===== src/rtl/cpu_pkg.sv =====
// Shared CPU types for the write-back path and the register-file write side.
package cpu_pkg;

    localparam int REG_ADDR_W = 4;
    localparam int DATA_W     = 16;

    typedef struct packed {
        logic [REG_ADDR_W-1:0] addr;
        logic [DATA_W-1:0]     data;
    } wb_req_t;

endpackage


===== src/rtl/wb_fifo.sv =====
// Synchronous FIFO of write-back requests used to queue load results.
// With WB_HAZARD_CHECK_EN defined it also exports its entries and per-slot valid bits.
module wb_fifo
    import cpu_pkg::*;
#(
    parameter int DEPTH = 4
) (
    input  logic    clk,
    input  logic    rst_n,
    input  logic    push,
    input  wb_req_t push_data,
    input  logic    pop,
    output wb_req_t head,
    output logic    full,
    output logic    empty
`ifdef WB_HAZARD_CHECK_EN
    ,
    output wb_req_t [DEPTH-1:0] entries,
    output logic    [DEPTH-1:0] entry_valid
`endif
);

    localparam int AW = $clog2(DEPTH);

    wb_req_t [DEPTH-1:0] mem_q, mem_d;
    logic [AW-1:0]       wr_ptr_q, wr_ptr_d;
    logic [AW-1:0]       rd_ptr_q, rd_ptr_d;
    logic [AW:0]         count_q, count_d;
    logic                do_push, do_pop;

    assign full    = (count_q == (AW+1)'(DEPTH));
    assign empty   = (count_q == '0);
    assign head    = mem_q[rd_ptr_q];
    assign do_push = push && !full;
    assign do_pop  = pop && !empty;

    always_comb begin
        mem_d    = mem_q;
        wr_ptr_d = wr_ptr_q;
        rd_ptr_d = rd_ptr_q;
        if (do_push) begin
            mem_d[wr_ptr_q] = push_data;
            wr_ptr_d        = wr_ptr_q + 1'b1;
        end
        if (do_pop) begin
            rd_ptr_d = rd_ptr_q + 1'b1;
        end
        count_d = count_q + {{AW{1'b0}}, do_push} - {{AW{1'b0}}, do_pop};
    end

    always_ff @(posedge clk or negedge rst_n) begin
        if (!rst_n) begin
            mem_q    <= '0;
            wr_ptr_q <= '0;
            rd_ptr_q <= '0;
            count_q  <= '0;
        end else begin
            mem_q    <= mem_d;
            wr_ptr_q <= wr_ptr_d;
            rd_ptr_q <= rd_ptr_d;
            count_q  <= count_d;
        end
    end

`ifdef WB_HAZARD_CHECK_EN
    logic [AW-1:0] offset;

    // A slot is live when its distance from the read pointer is below the fill count.
    always_comb begin
        offset      = '0;
        entry_valid = '0;
        for (int i = 0; i < DEPTH; i++) begin
            offset         = AW'(i) - rd_ptr_q;
            entry_valid[i] = ({1'b0, offset} < count_q);
        end
    end

    assign entries = mem_q;
`endif

endmodule


===== src/rtl/reg_writeback_arbiter.sv =====
// Write-back arbiter: ALU results win the register-file port, loads queue and drain when the ALU is idle.
// Optional WB_HAZARD_CHECK_EN adds rs/rt in-flight write detection for the decode stage.
module reg_writeback_arbiter
    import cpu_pkg::*;
#(
    parameter int LD_DEPTH     = 4,
    parameter int STARVE_LIMIT = 8
) (
    input  logic                  CLK,
    input  logic                  RST_n,
    input  logic                  alu_valid,
    output logic                  alu_ready,
    input  logic [REG_ADDR_W-1:0] alu_reg,
    input  logic [DATA_W-1:0]     alu_data,
    input  logic                  ld_valid,
    output logic                  ld_ready,
    input  logic [REG_ADDR_W-1:0] ld_reg,
    input  logic [DATA_W-1:0]     ld_data,
    output logic                  RegWre,
    output logic [REG_ADDR_W-1:0] WriteReg,
    output logic [DATA_W-1:0]     WriteData
`ifdef WB_HAZARD_CHECK_EN
    ,
    input  logic [REG_ADDR_W-1:0] rs,
    input  logic [REG_ADDR_W-1:0] rt,
    output logic                  pend_rs,
    output logic                  pend_rt
`endif
);

    localparam int CW = $clog2(STARVE_LIMIT + 1);

    wb_req_t               head;
    logic                  full, empty;
    logic                  starve, alu_accept, ld_push, pop;
    logic [CW-1:0]         cnt_q, cnt_d;
    logic                  regwre_q, regwre_d;
    logic [REG_ADDR_W-1:0] write_reg_q, write_reg_d;
    logic [DATA_W-1:0]     write_data_q, write_data_d;

`ifdef WB_HAZARD_CHECK_EN
    wb_req_t [LD_DEPTH-1:0] entries;
    logic    [LD_DEPTH-1:0] entry_valid;
`endif

    wb_fifo #(
        .DEPTH (LD_DEPTH)
    ) u_ld_fifo (
        .clk        (CLK),
        .rst_n      (RST_n),
        .push       (ld_push),
        .push_data  ('{addr: ld_reg, data: ld_data}),
        .pop        (pop),
        .head       (head),
        .full       (full),
        .empty      (empty)
`ifdef WB_HAZARD_CHECK_EN
        ,
        .entries    (entries),
        .entry_valid(entry_valid)
`endif
    );

    // Handshakes are held low while reset is asserted.
    always_comb begin
        starve     = (cnt_q == CW'(STARVE_LIMIT)) && !empty;
        alu_ready  = RST_n && !starve;
        ld_ready   = RST_n && !full;
        alu_accept = alu_valid && alu_ready;
        ld_push    = ld_valid && ld_ready;
        pop        = !alu_accept && !empty;
    end

    always_comb begin
        cnt_d        = cnt_q;
        regwre_d     = 1'b0;
        write_reg_d  = write_reg_q;
        write_data_d = write_data_q;

        if (empty || pop) begin
            cnt_d = '0;
        end else if (cnt_q != CW'(STARVE_LIMIT)) begin
            cnt_d = cnt_q + 1'b1;
        end

        // Register 0 is hard-wired: its results are consumed but never written.
        if (alu_accept) begin
            regwre_d     = (alu_reg != '0);
            write_reg_d  = alu_reg;
            write_data_d = alu_data;
        end else if (pop) begin
            regwre_d     = (head.addr != '0);
            write_reg_d  = head.addr;
            write_data_d = head.data;
        end
    end

    always_ff @(posedge CLK or negedge RST_n) begin
        if (!RST_n) begin
            cnt_q        <= '0;
            regwre_q     <= 1'b0;
            write_reg_q  <= '0;
            write_data_q <= '0;
        end else begin
            cnt_q        <= cnt_d;
            regwre_q     <= regwre_d;
            write_reg_q  <= write_reg_d;
            write_data_q <= write_data_d;
        end
    end

    assign RegWre    = regwre_q;
    assign WriteReg  = write_reg_q;
    assign WriteData = write_data_q;

`ifdef WB_HAZARD_CHECK_EN
    always_comb begin
        pend_rs = regwre_q && (write_reg_q == rs);
        pend_rt = regwre_q && (write_reg_q == rt);
        for (int i = 0; i < LD_DEPTH; i++) begin
            if (entry_valid[i] && (entries[i].addr == rs)) pend_rs = 1'b1;
            if (entry_valid[i] && (entries[i].addr == rt)) pend_rt = 1'b1;
        end
        pend_rs = pend_rs && (rs != '0) && RST_n;
        pend_rt = pend_rt && (rt != '0) && RST_n;
    end
`endif

endmodule

===== config.mk =====
export PLATFORM = sky130hd
export DESIGN_NAME = reg_writeback_arbiter
export DESIGN_NICKNAME = d
export VERILOG_FILES = /design/src/rtl/cpu_pkg.sv /design/src/rtl/wb_fifo.sv /design/src/rtl/reg_writeback_arbiter.sv
export SDC_FILE = /design/constraint.sdc
export NUM_CORES = 1
export LEC_CHECK = 0
export BUFFER_PORTS_ARGS = -buffer_cell sky130_fd_sc_hd__buf_2
export CORE_ASPECT_RATIO = 1.5
export CORE_MARGIN = 5
export CORE_UTILIZATION = 55
export CTS_CLUSTER_SIZE = 25
export DETAILED_ROUTE_END_ITERATION = 8
export GPL_TIMING_DRIVEN = 0
export PLACE_DENSITY_LB_ADDON = 0.1
export REMOVE_ABC_BUFFERS = 1
export SETUP_SLACK_MARGIN = 0.1
export SYNTH_ARGS = -nofsm -noshare
export SYNTH_HDL_FRONTEND = slang
export SYNTH_SLANG_ARGS = --single-unit

===== constraint.sdc =====
create_clock -name CLK -period 2.9 [get_ports CLK]
set_input_delay 0.87 -clock CLK [delete_from_list [all_inputs] [get_ports CLK]]
set_output_delay 0.87 -clock CLK [all_outputs]
set_load 0.005 [all_outputs]

==> results of run 1 <==
placed cells by master, fill, tap and decap left out, types with 2 or more instances in the layout:
master | synthesis | final
clkbuf_16 | 0 | 9
inv_1 | 9 | 9
clkbuf_1 | 3 | 3
buf_8 | 0 | 3
clkbuf_8 | 0 | 2
buf_4 | 0 | 2
nand4_1 | 4 | 5
mux4_2 | 17 | 17
ha_1 | 8 | 8
mux2_2 | 121 | 121
xnor2_1 | 4 | 4
nor3_1 | 3 | 3
dfrtp_1 | 112 | 111
xor2_1 | 3 | 3
mux4_1 | 3 | 3
buf_16 | 0 | 2
buf_2 | 13 | 65
flip-flops by register name (all words and copies together) (netlist names):
register	count
WriteData	16
u_ld_fifo.wr_ptr_q	2
u_ld_fifo.mem_q	80
WriteReg	4
u_ld_fifo.count_q	3
cnt_q	4
RegWre	1
u_ld_fifo.rd_ptr_q	2
routing by layer:
metal / track usage (%) / up-vias / wire [um]
met5: 0 / - / 0
met4: 6.94 / 0 / 170
met3: 3.54 / 13 / 311
met2: 34.1 / 50 / 5590
met1: 24.2 / 1511 / 4010
li1: - / 1310 / -
repair_timing:
action	in CTS	in global routing
resized for setup	1	0
gates cloned	2	0
pin swaps	2	1
setup buffers	0	2
setup endpoints to repair	18	1
worst max path at each step:
| stage | end |
|---|---|
| after CTS | alu_ready |
| after global routing | alu_ready |
| final | alu_ready |
| after global placement | u_ld_fifo.mem_q[31] |
| after floorplan | u_ld_fifo.count_q[2] |
| after detailed placement | u_ld_fifo.mem_q[42] |
where the power goes:
part	switching, mW	total (mW)	internal, mW	leakage, nW
clock network	0.529	1.25	0.719	0.143
registers	0.516	2.85	2.34	1.35
logic	0.796	2.42	1.63	1.19
total	1.84	6.52	4.68	2.68
logic make-up (layout without fill, tap and decap cells):
family / after synthesis / count (layout) / share of synthesized area, %
simple gates: 16 / 17 / 2.19
compound gates: 5 / 5 / 0.861
fa+ha+maj: 9 / 9 / 2.36
xor+xnor: 7 / 7 / 1.21
mux: 141 / 141 / 35.9
buf+inv: 26 / 99 / 2.39
flops: 112 / 112 / 55.1
Yosys cell counts:
library cell  number  area (um^2)
a311oi_1           1         8.76
a31oi_1            1         6.26
and2_1             1         6.26
and3_1             1         6.26
buf_2             13         65.1
buf_6              1         11.3
clkbuf_1           3         11.3
dfrtp_1          112         2800
fa_1               1         20.0
ha_1               8          100
inv_1              9         33.8
mux2_2           121         1360
mux4_1             3         78.8
mux4_2            17          383
nand3_1            1         5.00
nand3b_1           1         7.51
nand4_1            4         25.0
nor3_1             3         15.0
nor3_4             1         16.3
nor3b_1            1         7.51
nor4_1             1         6.26
o211ai_2           1         12.5
o21a_1             1         7.51
o2bb2ai_1          1         8.76
or3b_2             1         8.76
or4_1              1         7.51
xnor2_1            4         35.0
xor2_1             3         26.3
through the flow:
stage	util, %	setup TNS (ps)
finish	64.9	0
CTS	64.8	0
global route	64.9	0
global placement	59.8	-324730
detailed placement	61.0	-5870
floorplan	-	0
cell type report:
cell class	count	area (um^2)	share of cell area, %
inverter	9	33.8	0.569
tap	112	140	2.36
timing repair buffer	74	484	8.15
multi-input combinational	179	2180	36.6
sequential	112	2800	47.2
clock buffer	14	264	4.44
clock inverter	2	37.5	0.632
==> metrics.txt, run 1 <==
row cnt=43; Layout fillers=711; largest net degree at the start of global routing=45; clock tree buffer depth=2; Skew-Pair Late Insertion Delay=between 300 and 400 ps; CP delay by family, top=buffers and inverters; Max-Cap Viols=0; critical path endpoint category=primary output; RSZ-0062 raised after global routing=no; initial core utilization=55.6%; placed cell count=a little under 500; WP depth=4; clock transition at the registers of the reported paths=~70 ps; FF-to-FF path depth=4; Critical Path Start=RST_n; Max Fanout on Critical Path=44; DRC violations left=0; cts bufs inserted=9; die area=roughly 11000 um^2; CP Data Required Time=around 2000 ps; global route total overflow=0; Critical Path AT=1760 ps; Final Max Slew Viols=0; vias per cell=5.75; CTS Sinks=between 100 and 150; global-route wire length before repair=around 16000 um; number of global-route vias before repair=3167; reg-to-reg startpoint=u_ld_fifo.count_q[1]; CP Class=input port to primary output; Post-Syn Area=5080 um^2; Final WS setup=272 ps; CTS tree=done; status=completed; synth warn=0; fin crit period=about 2600 ps; NumNets Final=438; ANT cells=0; Crit-path slowest cell=buf_6; IO buf count=66; Wirelength per Cell=roughly 20 um; Max transition margin=32.0%; CTS Root Cell=clkbuf_16; Routed WL=a little over 10000 um; Synth Register Bits=112; worst hold slack=around 430 ps; Hold Crit Class=input port to async pin; hold buffer count at CTS=0; CP peak stage delay=around 330 ps; Core Area=9150 um^2; r2r endpoint=u_ld_fifo.mem_q[74]; Mapped Avg Cell Area=16.1 um^2; routability cong.=around 0.68; Ports=67; H-tree depth=3; worst ir drop on vdd=0.663 mV; maximum clock frequency=between 300 and 400 MHz; initial antenna violation count=0; 1st-iter DRT viols=69; GRT Util Overall=19.6%; Slew @ Worst Pin=1020 ps; post-route cell area=5940 um^2; leakage power=approximately 2.7 nW; DP HPWL=~6500 um; Fin. Hold Viols=0; Yosys cell types=28; endpoints failing setup=0; area post-placement=5580 um^2; layout cells sized above 1=between 50% and 60%; Die H=128 um; total power draw=6.52 mW; Syn-to-layout area delta=16.8%; startpoint class of the critical path=input port; DRT antenna net count=0; worst-path cell chain=buf_6 > buf_16 > o21a_1 > buf_2; clock skew=9.33 ps; Syn Inst Count=316; Final period util=90.6%; Seq/Total Area, Yosys=between 50% and 60%; Die X=88.5 um; DR vias=2884; Buf/Inv on CP=3; reg2reg setup slack=540 ps; 1st-pass router iterations=4; pwr dens=roughly 1100 nW/um^2; DP Worst Slack=-291 ps; Finished Layout Cells=502
Note: power is estimated with default switching activity, not from simulation.
==> run 2, diff against run 1 <==
--- a/config.mk
+++ b/config.mk
@@ -8,7 +8,7 @@
 export BUFFER_PORTS_ARGS = -buffer_cell sky130_fd_sc_hd__buf_2
 export CORE_ASPECT_RATIO = 1.5
 export CORE_MARGIN = 5
-export CORE_UTILIZATION = 55
+export CORE_UTILIZATION = 57
 export CTS_CLUSTER_SIZE = 25
 export DETAILED_ROUTE_END_ITERATION = 8
 export GPL_TIMING_DRIVEN = 0
==> run 2 against run 1 <==
  * Critical path depth is 1 lower
  * Via count is 0.24% lower
  * Hold slack worse by 52 ps
  * Wire length is 2.2% higher
  * Sequential power is 1% higher
  * Global-route usage is 0.31 points higher
  * Cell count is 0.40% lower
  * First-iteration DRC count is 19% higher
==> metrics.txt, run 2 (synthesized netlist as in run 1, its figures left out) <==
Layout fillers=approximately 650; H-tree depth=3; critical path endpoint category=flip-flop; 1st-iter DRT viols=slightly above 80; hold buffer count at CTS=0; CP peak stage delay=approximately 1100 ps; Max Fanout on Critical Path=28; Max transition margin=12.4%; ANT cells=0; CP Data Required Time=3130 ps; startpoint class of the critical path=input port; clock skew=12.5 ps; Syn-to-layout area delta=16.7%; vias per cell=between 5 and 6; Ports=67; Final WS setup=257 ps; Slew @ Worst Pin=1310 ps; largest net degree at the start of global routing=97; DRT antenna net count=0; Final period util=a little over 90%; GRT Util Overall=between 10% and 20%; 1st-pass router iterations=4; Hold Crit Class=input port to async pin; initial core utilization=57.9%; max reg flops=80; Max-Cap Viols=0; DRC violations left=0; total power draw=6.63 mW; sw power=~1.9 mW; RSZ-0062 raised after global routing=no; global route total overflow=0; fin crit period=2640 ps; Core Area=8780 um^2; CP delay by family, top=simple AND/OR/NAND/NOR gates; commonest cells after routing, fill and taps aside=121 x mux2_2, 111 x dfrtp_1, 65 x buf_2; sw frac=29.0%; endpoints failing setup=0; clock tree buffer depth=2; CP Class=input port to flip-flop; Fin. Hold Viols=0; Skew-Pair Late Insertion Delay=350 ps; maximum clock frequency=378 MHz; clock transition at the registers of the reported paths=roughly 80 ps; sequential fraction of design power=43.5%; area post-placement=5540 um^2; worst ir drop on vdd=0.574 mV; Die H=126 um; initial antenna violation count=0; cts bufs inserted=9; setup TNS=0 ps; row cnt=42; pwr dens=1120 nW/um^2; Wirelength per Cell=~20 um; Routed WL=10300 um; die area=10900 um^2; Crit-path slowest cell=nand4_1; CTS Sinks=112; Die X=87.1 um; leakage power=about 2.7 nW; CTS Root Cell=clkbuf_16; routability cong.=0.692; DP HPWL=6180 um; status=completed; global-route wire length before repair=between 15000 and 20000 um; post-route cell area=5940 um^2; DP Worst Slack=-307 ps; Buf/Inv on CP=1; CTS tree=done; Most flops, register=u_ld_fifo.mem_q; worst-path cell chain=buf_6 > nand4_1 > mux2_2; Critical Path AT=2880 ps; DR vias=between 2000 and 3000; layout cells sized above 1=approximately three fifths; number of global-route vias before repair=between 3000 and 4000; IO buf count=66; leading cell type in the layout, fill and taps excluded=mux2_2; Int Pwr=between 4 and 5 mW; Clk network pwr share=20.1%; Final Max Slew Viols=0; NumNets Final=between 400 and 500; power share of the combinational group=36.4%
==> run 2: cell count changes in the layout (fill, tap and decap cells not counted), sizes merged <==
| cell | delta |
|---|---|
| clkbuf | -4 |
| clkinv | +3 |
| bufbuf | -1 |
| bufinv | +1 |
| inv | +1 |
| nand4 | -1 |
| nor3 | +1 |
==> run 2: final timing paths <==
check | start | depth (start not counted) | end | slack (ps)
max in group asynchronous | RST_n | 2 | u_ld_fifo.mem_q[52] | 1940
min | RST_n | 1 | u_ld_fifo.wr_ptr_q[1] | 380
min in group CLK | cnt_q[0] | 1 | cnt_q[0] | 500
max | RST_n | 3 | u_ld_fifo.mem_q[38] | 260
max reg2reg | u_ld_fifo.count_q[2] | 3 | u_ld_fifo.mem_q[38] | 270
min reg2reg | cnt_q[0] | 1 | cnt_q[0] | 500
==> run 2: what timing repair did <==
item / in CTS / in global routing
gates cloned: 1 / 1
gates resized for setup: 1 / 0
buffers inserted: 2 / 0
pin swaps: 1 / 0
setup endpoints to repair: 24 / 3
==> run 2: area by class of cell <==
cell class	count	area, um^2	share of cell area [%]
tap	110	138	2.32
sequential	112	2800	47.2
inverter	9	33.8	0.569
clock buffer	9	225	3.79
clock inverter	7	95.1	1.60
multi-input combinational	179	2180	36.7
timing repair buffer	74	460	7.76
==> run 2: power by group through the flow <==
stage                     clock, mW  sequential (mW)  combinational (mW)
after floorplan                   0             2.74                1.82
after CTS                      1.35             2.90                2.44
after detailed placement          0             2.89                2.40
after global placement            0             2.84                2.28
final                          1.33             2.89                2.42
after global routing           1.41             3.00                2.65
==> run 2: metal layers <==
metal	vias up	GRT usage, %	routed length, um
li1	1307	-	-
met1	1504	25.3	4240
met2	56	34.3	5570
met3	10	3.33	351
met4	0	6.78	140
met5	-	0	0
==> run 2: stage by stage <==
step | hold WS, ps | std cells | util, %
after floorplan | 467 | 299 | -
after global placement | 480 | 475 | 62.3
after detailed placement | 485 | 478 | 63.1
after CTS | 367 | 497 | 67.1
after global routing | 385 | 500 | 67.6
final | 381 | 500 | 67.6
==> run 3, diff against run 2 <==
--- a/config.mk
+++ b/config.mk
@@ -5,6 +5,7 @@
 export SDC_FILE = /design/constraint.sdc
 export NUM_CORES = 1
 export LEC_CHECK = 0
+export ABC_AREA = 1
 export BUFFER_PORTS_ARGS = -buffer_cell sky130_fd_sc_hd__buf_2
 export CORE_ASPECT_RATIO = 1.5
 export CORE_MARGIN = 5
==> run 3 against run 2 <==
  * Sequential power is 3% lower
  * Combinational power is 12% lower
  * Synthesized cell count is 84% higher
  * Utilization is 0.42 points lower
  * First-iteration DRC count grew to 4.1 times the previous value
  * Register-to-register slack better by 110 ps
  * Non-clock buffer count is 1 higher
  * Hold slack worse by 38 ps
  * Global-route usage is 5.1 points higher
  * Largest cell class unchanged
  * Highest routed layer unchanged
==> metrics.txt, run 3 <==
status=completed; cell taking the most area after synthesis=dfrtp_1; DRC violations left=0; CP Class=input port to primary output; Max transition margin=16.0%; IO buf count=66; initial antenna violation count=0; worst setup path endpoint=ld_ready; most common cell in the netlist=nand2_1; critical path endpoint category=primary output; CTS Sinks=around 110; Critical Path AT=1820 ps; CTS tree=done; Final WS setup=around 210 ps; layout cells sized above 1=15.7%; Wirelength per Cell=16.8 um; grt met2 use=40.7%; Die H=125 um; Yosys cell types=22; Max-Cap Viols=0; Routed WL=12500 um; Post-synth EDFFs=0; sw frac=approximately 38%; fin crit period=2690 ps; Final period util=92.7%; number of global-route vias before repair=4300; fin util=between 60% and 70%; Final Max Slew Viols=0; Slew @ Worst Pin=around 1300 ps; die area=10800 um^2; Die X=86.7 um; synth warn=0; Syn-to-layout area delta=16.6%; clock tree buffer depth=2; Most flops, register=u_ld_fifo.mem_q; worst ir drop on vdd=0.556 mV; DP Worst Slack=-1120 ps; startpoint class of the critical path=input port; DR vias=4262; 1st-iter DRT viols=340; Max Fanout on Critical Path=23; FF-to-FF path depth=5; vias per cell=5.71; main flop type after synthesis=dfrtp_1; GRT Util Overall=around a quarter; pwr dens=1040 nW/um^2; Synth area leaders=dfrtp_1 56%, o21ai_0 11%, nand2_1 9.3%; Clk network pwr share=a little under a fifth; Mapped Avg Cell Area=8.63 um^2; largest net degree at the start of global routing=45; power share of the combinational group=35.1%; Synth Register Bits=112; CTS Root Cell=clkbuf_16; Hold Crit Class=input port to async pin; Seq/Total Area, Yosys=55.7%; 1st-pass router iterations=5; RSZ-0062 raised after global routing=no; H-tree depth=3; setup TNS=0 ps; Skew-Pair Late Insertion Delay=350 ps; DP HPWL=6930 um; sequential fraction of design power=between 40% and 50%; CP Data Required Time=2030 ps; global-route wire length before repair=between 20000 and 25000 um; hold buffer count at CTS=0; Int Pwr=3.80 mW; Post-Syn Area=5030 um^2; endpoints failing setup=0; met1 usage in global routing=33.1%; NumNets Final=685; commonest cells in the netlist=124 x nand2_1, 114 x o21ai_0, 112 x dfrtp_1; DRT antenna net count=0; Yosys top cell area share=55.7%; maximum clock frequency=372 MHz; Core Area=8720 um^2; met3 Use GR=4.02%; Critical Path Start=RST_n; row cnt=42; Post-synth ARST share=100%; r2r endpoint=WriteData[13]; ANT cells=0; reg2reg setup slack=between 300 and 400 ps; Syn Inst Count=583; sw power=2.29 mW; clock skew=7.75 ps; clock transition at the registers of the reported paths=around 60 ps; GRT Max-Usage Layer=met2; routability cong.=0.755; global route total overflow=0; leading cell type in the layout, fill and taps excluded=nand2_1; Fin. Hold Viols=0; cts bufs inserted=9; reg-to-reg startpoint=u_ld_fifo.rd_ptr_q[0]; max reg flops=80; commonest cells after routing, fill and taps aside=124 x nand2_1, 114 x o21ai_0, 111 x dfrtp_1; initial core utilization=57.7%; leakage power=2.90 nW; Ports=67
==> run 3: worst min-delay path by stage <==
| stage | from | endpoint | slack [ps] | depth (start not counted) |
|---|---|---|---|---|
| after floorplan | u_ld_fifo.mem_q[40] | u_ld_fifo.mem_q[40] | 450 | 2 |
| after global placement | u_ld_fifo.mem_q[34] | u_ld_fifo.mem_q[34] | 460 | 2 |
| after detailed placement | u_ld_fifo.mem_q[52] | u_ld_fifo.mem_q[52] | 470 | 2 |
| after CTS | RST_n | u_ld_fifo.mem_q[44] | 330 | 1 |
| after global routing | RST_n | u_ld_fifo.mem_q[74] | 330 | 1 |
| final | RST_n | u_ld_fifo.mem_q[72] | 340 | 1 |
==> run 3: what timing repair did <==
item                       4_1_cts  5_1_grt
gates resized for setup         10        2
hold endpoints to repair         0        0
gates cloned                     5        0
buffers inserted                 1        4
setup endpoints to repair      110        2
pin swaps                        0        0
==> run 3: cell families after synthesis <==
kind of cell / Yosys count / share of synthesized area, %
flip-flops: 112 / 55.7
adder cells (fa/ha/maj): 9 / 2.39
XOR/XNOR: 6 / 1.04
AO/OA/AOI/OAI: 134 / 14.3
AND/OR/NAND/NOR: 246 / 20.7
buffers and inverters: 76 / 5.87
==> run 3: final cells by class <==
class | instances | area, um^2
Multi-Input combinational cell | 397 | 1990
Clock buffer | 15 | 268
Tap cell | 110 | 138
Fill cell | 746 | 2860
Timing Repair Buffer | 75 | 518
Inverter | 37 | 141
Sequential cell | 112 | 2800
==> run 3: critical path, stage by stage <==
cell	delay (ps)
buf_16	160
buf_16	180
inv_1	140
a31oi_4	280
buf_2	170
==> run 3: power groups by stage <==
stage               Clock [mW]  Combinational [mW]  Sequential [mW]
floorplan                    0                1.42             2.69
global placement             0                1.98             2.79
detailed placement           0                2.06             2.82
CTS                       1.17                2.14             2.80
global route              1.23                2.50             2.90
finish                    1.15                2.14             2.80
==> run 3: per-layer routing <==
| metal | wire length (um) | vias to the layer above |
|---|---|---|
| li1 | - | 2036 |
| met1 | 5240 | 2051 |
| met2 | 6140 | 150 |
| met3 | 774 | 25 |
| met4 | 347 | 0 |
| met5 | 0 | - |
==> run 3: through the flow <==
stage | cells | total power, mW | cell area, um^2 | hold slack [ps]
floorplan | 544 | 4.12 | 4870 | 448
global placement | 720 | 4.77 | 5340 | 461
detailed placement | 721 | 4.89 | 5380 | 468
CTS | 742 | 6.10 | 5830 | 335
global route | 746 | 6.63 | 5860 | 335
finish | 746 | 6.09 | 5860 | 344
